$ cat src/rtl/mem_access_stage.sv
// mem_access_stage: memory stage of the sequential Y86-64 core.
// Takes icode/valE/valA/valP from execute and moves one 8-byte word, one byte
// per beat (little-endian), over a request/grant data bus. It then reports
// valM and a Y86 status code with a single-cycle done pulse.
//
// Ports:
//   clk_i, rst_i           clock, synchronous active-high reset
//   start_i                one-cycle pulse, latches icode_i/valE_i/valA_i/valP_i
//   icode_i, valE_i,
//   valA_i, valP_i         instruction code and operand values
//   busy_o, done_o         transfer in progress / one-cycle completion pulse
//   valM_o, stat_o         loaded word and status (1 AOK, 2 HLT, 3 ADR, 4 INS)
//   mem_req_o, mem_we_o,
//   mem_addr_o, mem_wdata_o  registered beat request, held until granted
//   mem_gnt_i, mem_rvalid_i,
//   mem_rdata_i, mem_err_i   grant, read-data return and beat error
module mem_access_stage #(
  parameter int unsigned MEM_BYTES = 8192
) (
  input  logic        clk_i,
  input  logic        rst_i,
  input  logic        start_i,
  input  logic [3:0]  icode_i,
  input  logic [63:0] valE_i,
  input  logic [63:0] valA_i,
  input  logic [63:0] valP_i,
  output logic        busy_o,
  output logic        done_o,
  output logic [63:0] valM_o,
  output logic [2:0]  stat_o,
  output logic        mem_req_o,
  output logic        mem_we_o,
  output logic [63:0] mem_addr_o,
  output logic [7:0]  mem_wdata_o,
  input  logic        mem_gnt_i,
  input  logic        mem_rvalid_i,
  input  logic [7:0]  mem_rdata_i,
  input  logic        mem_err_i
);

  localparam logic [2:0]  STAT_AOK  = 3'd1;
  localparam logic [2:0]  STAT_HLT  = 3'd2;
  localparam logic [2:0]  STAT_ADR  = 3'd3;
  localparam logic [2:0]  STAT_INS  = 3'd4;
  localparam logic [63:0] LAST_BASE = 64'(MEM_BYTES) - 64'd8;

  typedef enum logic [1:0] {IDLE, REQ, RWAIT, DONE} state_t;

  state_t      state;
  logic [63:0] base;
  logic [2:0]  beat;
  logic [2:0]  beat_nx;
  logic        is_write;
  // Shared byte shifter: writes shift bytes 1..7 out of the low end, reads
  // shift received bytes 0..6 in at the top so byte 0 lands in [7:0].
  logic [55:0] shift;

  logic        dec_access;
  logic        dec_write;
  logic [63:0] dec_base;
  logic [63:0] dec_data;
  logic [2:0]  dec_stat;

  assign beat_nx = beat + 3'd1;

  always_comb begin
    dec_access = 1'b0;
    dec_write  = 1'b0;
    dec_base   = valE_i;
    dec_data   = valA_i;
    dec_stat   = STAT_AOK;
    case (icode_i)
      4'h4, 4'hA: begin
        dec_access = 1'b1;
        dec_write  = 1'b1;
      end
      4'h8: begin
        dec_access = 1'b1;
        dec_write  = 1'b1;
        dec_data   = valP_i;
      end
      4'h5: dec_access = 1'b1;
      4'h9, 4'hB: begin
        dec_access = 1'b1;
        dec_base   = valA_i;
      end
      4'h0: dec_stat = STAT_HLT;
      4'h1, 4'h2, 4'h3, 4'h6, 4'h7: dec_stat = STAT_AOK;
      default: dec_stat = STAT_INS;
    endcase
    // Any base past the last full word is rejected before a beat is issued,
    // which also rules out 64-bit wrap of base + beat.
    if (dec_access && (dec_base > LAST_BASE)) begin
      dec_access = 1'b0;
      dec_stat   = STAT_ADR;
    end
  end

  always_ff @(posedge clk_i) begin
    if (rst_i) begin
      state       <= IDLE;
      busy_o      <= 1'b0;
      done_o      <= 1'b0;
      valM_o      <= '0;
      stat_o      <= STAT_AOK;
      mem_req_o   <= 1'b0;
      mem_we_o    <= 1'b0;
      mem_addr_o  <= '0;
      mem_wdata_o <= '0;
      base        <= '0;
      beat        <= '0;
      is_write    <= 1'b0;
      shift       <= '0;
    end else begin
      done_o <= 1'b0;
      case (state)
        IDLE: begin
          if (start_i) begin
            base     <= dec_base;
            beat     <= '0;
            is_write <= dec_write;
            if (dec_access) begin
              state       <= REQ;
              busy_o      <= 1'b1;
              mem_req_o   <= 1'b1;
              mem_we_o    <= dec_write;
              mem_addr_o  <= dec_base;
              mem_wdata_o <= dec_write ? dec_data[7:0] : '0;
              shift       <= dec_write ? dec_data[63:8] : '0;
            end else begin
              state  <= DONE;
              done_o <= 1'b1;
              valM_o <= '0;
              stat_o <= dec_stat;
            end
          end
        end
        REQ: begin
          if (mem_gnt_i) begin
            if (!is_write) begin
              mem_req_o <= 1'b0;
              state     <= RWAIT;
            end else if (mem_err_i || (beat == 3'd7)) begin
              state     <= DONE;
              done_o    <= 1'b1;
              busy_o    <= 1'b0;
              mem_req_o <= 1'b0;
              mem_we_o  <= 1'b0;
              valM_o    <= '0;
              stat_o    <= mem_err_i ? STAT_ADR : STAT_AOK;
            end else begin
              beat        <= beat_nx;
              mem_addr_o  <= base + {61'd0, beat_nx};
              mem_wdata_o <= shift[7:0];
              shift       <= {8'd0, shift[55:8]};
            end
          end
        end
        RWAIT: begin
          if (mem_rvalid_i) begin
            if (mem_err_i || (beat == 3'd7)) begin
              state    <= DONE;
              done_o   <= 1'b1;
              busy_o   <= 1'b0;
              mem_we_o <= 1'b0;
              valM_o   <= mem_err_i ? '0 : {mem_rdata_i, shift};
              stat_o   <= mem_err_i ? STAT_ADR : STAT_AOK;
            end else begin
              shift      <= {mem_rdata_i, shift[55:8]};
              beat       <= beat_nx;
              mem_addr_o <= base + {61'd0, beat_nx};
              mem_req_o  <= 1'b1;
              state      <= REQ;
            end
          end
        end
        DONE: state <= IDLE;
        default: state <= IDLE;
      endcase
    end
  end

endmodule

$ cat config.mk
export PLATFORM = sky130hd
export DESIGN_NAME = mem_access_stage
export DESIGN_NICKNAME = d
export VERILOG_FILES = /design/src/rtl/mem_access_stage.sv
export SDC_FILE = /design/constraint.sdc
export NUM_CORES = 1
export LEC_CHECK = 0
export BUFFER_PORTS_ARGS = -buffer_cell sky130_fd_sc_hd__buf_2
export CAP_MARGIN = 20
export CELL_PAD_IN_SITES_DETAIL_PLACEMENT = 1
export CELL_PAD_IN_SITES_GLOBAL_PLACEMENT = 1
export CORE_MARGIN = 1.5
export CORE_UTILIZATION = 40
export CTS_CLUSTER_SIZE = 16
export DETAILED_ROUTE_END_ITERATION = 10
export PLACE_DENSITY = 0.89
export SLEW_MARGIN = 5
export SYNTH_ARGS = -nofsm -noshare
export SYNTH_HDL_FRONTEND = slang
export SYNTH_SLANG_ARGS = --single-unit
export TNS_END_PERCENT = 10
$ cat constraint.sdc
create_clock -name clk_i -period 3.6 [get_ports clk_i]
set_input_delay 0.54 -clock clk_i [delete_from_list [all_inputs] [get_ports clk_i]]
set_output_delay 0.54 -clock clk_i [all_outputs]
set_load 0.02 [all_outputs]
==> results of run 1 <==
==> cells in the mapped netlist, types with 3 or more instances <==
cell and instances:
a21boi_0 6, xor2_1 30, and4_1 12, mux2i_1 100
and2_1 6, or4_1 11, a211oi_1 75, nor3_1 53
a2111oi_0 16, mux2_2 48, o2111ai_1 21, a22oi_1 50
buf_1 8, nand2b_1 3, a31o_2 10, o211ai_1 6
buf_6 4, nand2_1 266, a211o_1 3, inv_1 10
xnor2_1 28, a311oi_1 38, o21a_1 8, ha_1 9
nand4_1 43, nor4_1 33, clkbuf_1 115, o21ai_0 59
or3_1 17, a21oi_1 132, and3_1 8, buf_2 27
nor2_1 114, buf_4 5, o2bb2ai_1 5, dfxtp_1 269
nand3_1 38, a21o_1 4
==> final cells by class <==
class	count	area share
clock inverters	6	0.00174
inverters	12	0.00260
clock buffers	46	0.0527
multi-input cells	1284	0.473
repair buffers	394	0.125
well taps	455	0.0329
diodes	5	0.000723
flip-flops and latches	269	0.311
==> layer usage <==
metal	wire [um]	track usage	vias to the layer above	share of wire
met5	49	0	-	0.00078
met2	29300	0.550	761	0.46
met1	25300	0.421	7430	0.40
li1	-	-	6886	-
met3	4740	0.0603	220	0.075
met4	3620	0.181	8	0.058
==> cell families after synthesis <==
family,after synthesis,synth area share
and+or+nand+nor,622,0.205
adders and majority gates,10,0.00932
AOI/OAI and AO/OA,446,0.212
DFF,269,0.378
buffers and inverters,172,0.0513
muxes,148,0.108
xor gates and xnor gates,58,0.0357
==> through the flow <==
step | power [mW] | setup slack (ns) | hold slack, ns | utilization | setup TNS [ns]
global placement | 11.3 | 0.0153 | 0.445 | 0.470 | 0
global route | 15.4 | 0.254 | 0.269 | 0.497 | 0
floorplan | 9.23 | 1.03 | 0.449 | - | 0
detailed placement | 11.6 | -0.133 | 0.447 | 0.470 | -0.299
CTS | 14.6 | 0.438 | 0.244 | 0.497 | 0
finish | 14.7 | 0.339 | 0.254 | 0.497 | 0
==> power breakdown <==
| part | internal (mW) | switching, mW | leakage (nW) |
|---|---|---|---|
| registers | 3.81 | 0.854 | 2.19 |
| logic | 2.25 | 4.78 | 4.19 |
| clock network | 1.72 | 1.29 | 0.471 |
| total | 7.79 | 6.93 | 6.86 |
==> critical path, cell delays in order <==
cell and delay [ns]:
buf_2 0.11, nor4_1 0.73, buf_4 0.24, and4_1 0.27
nand4_1 0.15, a211oi_2 0.40, a31oi_4 0.39, buf_4 0.31
a2111oi_0 0.41, o21a_1 0.20
==> registers in the layout, indices dropped and copies added, names as in the netlist <==
| name | flops |
|---|---|
| busy_o | 1 |
| valM_o | 64 |
| beat | 3 |
| mem_wdata_o | 8 |
| mem_req_o | 1 |
| is_write | 1 |
| shift | 56 |
| base | 64 |
| done_o | 1 |
| mem_addr_o | 64 |
| stat_o | 3 |
| mem_we_o | 1 |
| state | 2 |
==> final timing paths <==
kind | startpoint | end | slack, ns
hold reg to reg | valM_o[1] | valM_o[1] | 0.46
hold / removal | valE_i[54] | base[54] | 0.25
setup / recovery | valE_i[24] | mem_addr_o[15] | 0.34
setup reg to reg | state[0] | valM_o[28] | 0.45
==> results by group, run 1 <==
Yosys
  – Avg Cell Area, Syn: 8.25 um^2
  – Async SR Flop Fraction: 0
  – Synth area leaders: dfxtp_1, mux2i_1, nand2_1, a21oi_1, a211oi_1
  – Synth Instances: 1725
  – Post-synth EDFFs: 0
  – Distinct cells, synth: 64
  – Synth top area share: 0.378
  – Mapped Area: 14200 um^2
  – Post-synthesis sequential area ratio: 0.378
  – Area leader, netlist: dfxtp_1
  – Yosys warnings: 0
  – #FFs+latches synth: 269
  – Main synth FF type: dfxtp_1
  – Synthesized Nets: 1945

CTS
  – CTS tree: yes
  – CTS Root Cell: clkbuf_16
  – Clock sink count: 269
  – Clock-pin slew on the worst setup and hold paths: 0.06 ns
  – Cts bufs inserted: 30
  – H-tree Lvls: 1
  – Setup Buffers After CTS: 0
  – Clock Tree Buf Depth: 3
  – Hold_buf cts: 0
  – Clock latency on the worst-skew pair: 0.58 ns
  – Number of gates resized after cts: 0

Placement
  – Final HPWL DP: 46.8 mm
  – DP Area: 16400 um^2
  – Placed Cells incl. Taps: 2414
  – GPL Wtd Cong: 0.974
  – IO buf count: 352

Flow run
  – Reported max-cap violation count: 0

Hold path
  – Hold Path Class: input pin to flip-flop
  – Hold depth: 3

Cells and area
  – FF/Latch Area: 5390 um^2
  – Final net count: 2211
  – Commonest cells after routing, fill and taps aside: buf_2, dfxtp_1, nand2_1, a21oi_1, nor2_1
  – Final-layout fill cell count: 4282
  – Commonest non-fill, non-tap cell in the layout: buf_2
  – Fin area: 17300 um^2
  – Layout cells sized above 1: 0.259
  – Fin cells: 2471
  – Area of the multi-input gates: 8180 um^2
  – Area growth, synth to finish: 21.6%

Worst setup path
  – Crit Path Max Fanout: 23
  – R2R depth: 8
  – Crit start category: input pin
  – Kind of critical path: input pin to flip-flop
  – Critical path required time: 4.12 ns
  – Arr. time, crit path: 3.78 ns
  – Crit. End Element: flip-flop

Die
  – DIE HEIGHT: 192 um
  – Placeable Area: 34800 um^2
  – Ports: 353
  – Die W: 192 um
  – Starting Density: 0.409
  – # rows: 68
  – Die ar.: 36700 um^2

Power
  – VDD IR max: 0.815 mV
  – Pwr per Cell Area: 850 nW/um^2
  – Cell leakage power: 6.86 nW

STA
  – Worst Skew: 0.0246 ns
  – Period utilisation layout: 0.906
  – Max-slew violations: 0
  – Hold Vio Cnt, Final: 0
  – Relative slew slack: 0.289
  – Fmax: 307 MHz
  – Slew @ Worst Pin: 1.06 ns
  – # setup viols final: 0
  – RSZ-0062 raised after global routing: no
  – Tmin final: 3.26 ns

Detailed routing
  – Routed wire length: 63.0 mm
  – DR DRC count: 0
  – DRT antenna net count: 0
  – Vias post-DR: 15305
  – Drt first pass iters: 5
  – Vias per cell: 6.19
  – Drt wl/cell: 25.5 um
  – DR iter-0 viols: 1203

Run status
  – Status: finished clean

Global routing
  – Total track usage: 0.336
  – Largest net degree at the start of global routing: 88
  – Vias in the first global route: 15498
  – GRT overflow: 0
  – Initial antenna violation count: 10
  – First-pass GRT wire length: 94.2 mm
(Power assumes the default switching activity.)
==> run 2, diff against run 1 <==
--- a/config.mk
+++ b/config.mk
@@ -15,5 +15,4 @@
 export DETAILED_ROUTE_END_ITERATION = 10
 export PLACE_DENSITY = 0.89
-export SLEW_MARGIN = 5
 export SYNTH_ARGS = -nofsm -noshare
 export SYNTH_HDL_FRONTEND = slang
==> constraint.sdc (replaced) <==
create_clock -name clk_i -period 3.6 [get_ports clk_i]
set_input_delay 0.72 -clock clk_i [delete_from_list [all_inputs] [get_ports clk_i]]
set_output_delay 0.72 -clock clk_i [all_outputs]
set_load 0.02 [all_outputs]
==> results by group, run 2 (synthesis gave the netlist of run 1 again) <==
Run status
  – Status: finished clean

Placement
  – Final HPWL DP: 46.9 mm
  – DP Area: 16500 um^2
  – Placed Cells incl. Taps: 2426
  – IO buf count: 352
  – GPL Wtd Cong: 0.950

Hold path
  – Hold Path Class: input pin to flip-flop
  – Hold depth: 2

CTS
  – CTS tree: yes
  – Hold_buf cts: 0
  – H-tree Lvls: 1
  – Cts bufs inserted: 30
  – Clock-pin slew on the worst setup and hold paths: 0.07 ns
  – Clock Tree Buf Depth: 3
  – Number of gates resized after cts: 0
  – Clock latency on the worst-skew pair: 0.57 ns
  – CTS Root Cell: clkbuf_16
  – Clock sink count: 269
  – Setup Buffers After CTS: 0

Power
  – Total power: 15.0 mW
  – Sw Share: 0.470
  – Sequential power share: 0.312
  – Clk pwr share: 0.205
  – Combinational share of power: 0.483
  – P_sw: 7.04 mW
  – Pwr per Cell Area: 859 nW/um^2
  – Cell leakage power: 6.92 nW
  – Internal: 7.94 mW
  – VDD IR max: 0.798 mV

STA
  – RSZ-0062 raised after global routing: no
  – Relative slew slack: 0.426
  – Fmax: 293 MHz
  – # setup viols final: 0
  – Max-slew violations: 0
  – TNS Setup: 0 ns
  – Period utilisation layout: 0.948
  – Worst Skew: 0.0221 ns
  – Slew @ Worst Pin: 0.860 ns
  – Tmin final: 3.41 ns
  – Hold Vio Cnt, Final: 0

Cells and area
  – Fin area: 17500 um^2
  – Commonest cells after routing, fill and taps aside: buf_2, dfxtp_1, nand2_1, a21oi_1, nor2_1
  – Fin cells: 2488
  – Largest regs: base (64), mem_addr_o (64), valM_o (64)
  – Final net count: 2223
  – Layout cells sized above 1: 0.264
  – Commonest non-fill, non-tap cell in the layout: buf_2
  – Util after Layout: 0.502
  – Area growth, synth to finish: 22.6%
  – Final-layout fill cell count: 4235

Detailed routing
  – Routed wire length: 63.3 mm
  – Vias post-DR: 15327
  – DR DRC count: 0
  – DRT antenna net count: 0
  – Drt first pass iters: 5
  – Drt wl/cell: 25.5 um
  – Vias per cell: 6.16
  – DR iter-0 viols: 1441

Worst setup path
  – CP dominant cell by count: ha_1
  – Crit. End Element: flip-flop
  – Crit Path Max Fanout: 12
  – Slowest cell delay on critical path: 0.64 ns
  – CP Cell Sequence: ha_1, ha_1, ha_1, a21oi_1, or3_1, nor3_1, xnor2_1, a2111oi_0, a31o_2
  – Crit start category: flip-flop
  – R2R depth: 9
  – Critical path required time: 4.11 ns
  – Kind of critical path: flip-flop to flip-flop
  – Critical path's slowest cell: or3_1
  – Arr. time, crit path: 3.92 ns

Global routing
  – Initial antenna violation count: 8
  – Total track usage: 0.337
  – Largest net degree at the start of global routing: 74
  – Vias in the first global route: 15368
  – GRT overflow: 0
  – First-pass GRT wire length: 94.2 mm

Die
  – DIE HEIGHT: 192 um
  – Die W: 192 um
  – # rows: 68
  – Placeable Area: 34800 um^2
  – Ports: 353
  – Die ar.: 36700 um^2
  – Starting Density: 0.409

Flow run
  – Reported max-cap violation count: 0
-- run 2: cell count changes in the layout (fill, tap and decap cells not counted), sizes merged --
cell | before | now
clkbuf | 46 | 45
diode | 5 | 8
buf | 394 | 406
clkinvlp | 0 | 2
bufinv | 0 | 1
-- run 2: per-layer routing --
metal	wire, um	share of wire	track usage
met5	24	0.00038	0
met4	3460	0.055	0.171
met3	5130	0.081	0.0714
met2	28900	0.46	0.538
met1	25800	0.41	0.428
-- run 2: path summary, 6_finish.rpt --
kind	start	to	slack (ns)
setup reg to reg	beat[0]	mem_addr_o[30]	0.19
hold / removal	rst_i	mem_req_o	0.43
setup / recovery	beat[0]	mem_addr_o[30]	0.19
hold reg to reg	mem_addr_o[60]	mem_addr_o[60]	0.46
-- run 2: per-stage QoR --
step | worst slack, ns | hold WS, ns
finish | 0.189 | 0.432
floorplan | 0.913 | 0.449
global placement | 0.0626 | 0.442
detailed placement | -0.257 | 0.447
global route | 0.0626 | 0.430
CTS | 0.248 | 0.417
-- run 2: final cells by class --
class | instances | area (um^2) | share of cell area
antenna | 8 | 20.0 | 0.00115
clock buffer | 45 | 888 | 0.0509
clock inverter | 9 | 78.8 | 0.00452
inverter | 12 | 45.0 | 0.00258
multi-input combinational | 1284 | 8180 | 0.469
sequential | 269 | 5390 | 0.309
tap | 455 | 569 | 0.0326
timing repair buffer | 406 | 2290 | 0.131
-- run 2: worst max-delay path: cells and delay by family (launching register included) --
kind            cells  cell delay, ns
xor+xnor            1            0.15
simple gates        2            1.02
compound gates      3            0.95
fa+ha+maj           3            0.91
flops               1            0.31
-- run 2: power by group through the flow --
stage / Clock [mW] / Sequential (mW) / Combinational, mW
after detailed placement: 0 / 4.69 / 7.08
after floorplan: 0 / 4.69 / 4.54
final: 3.07 / 4.68 / 7.24
after CTS: 3.08 / 4.63 / 7.12
after global placement: 0 / 4.65 / 6.84
after global routing: 3.20 / 4.74 / 7.72
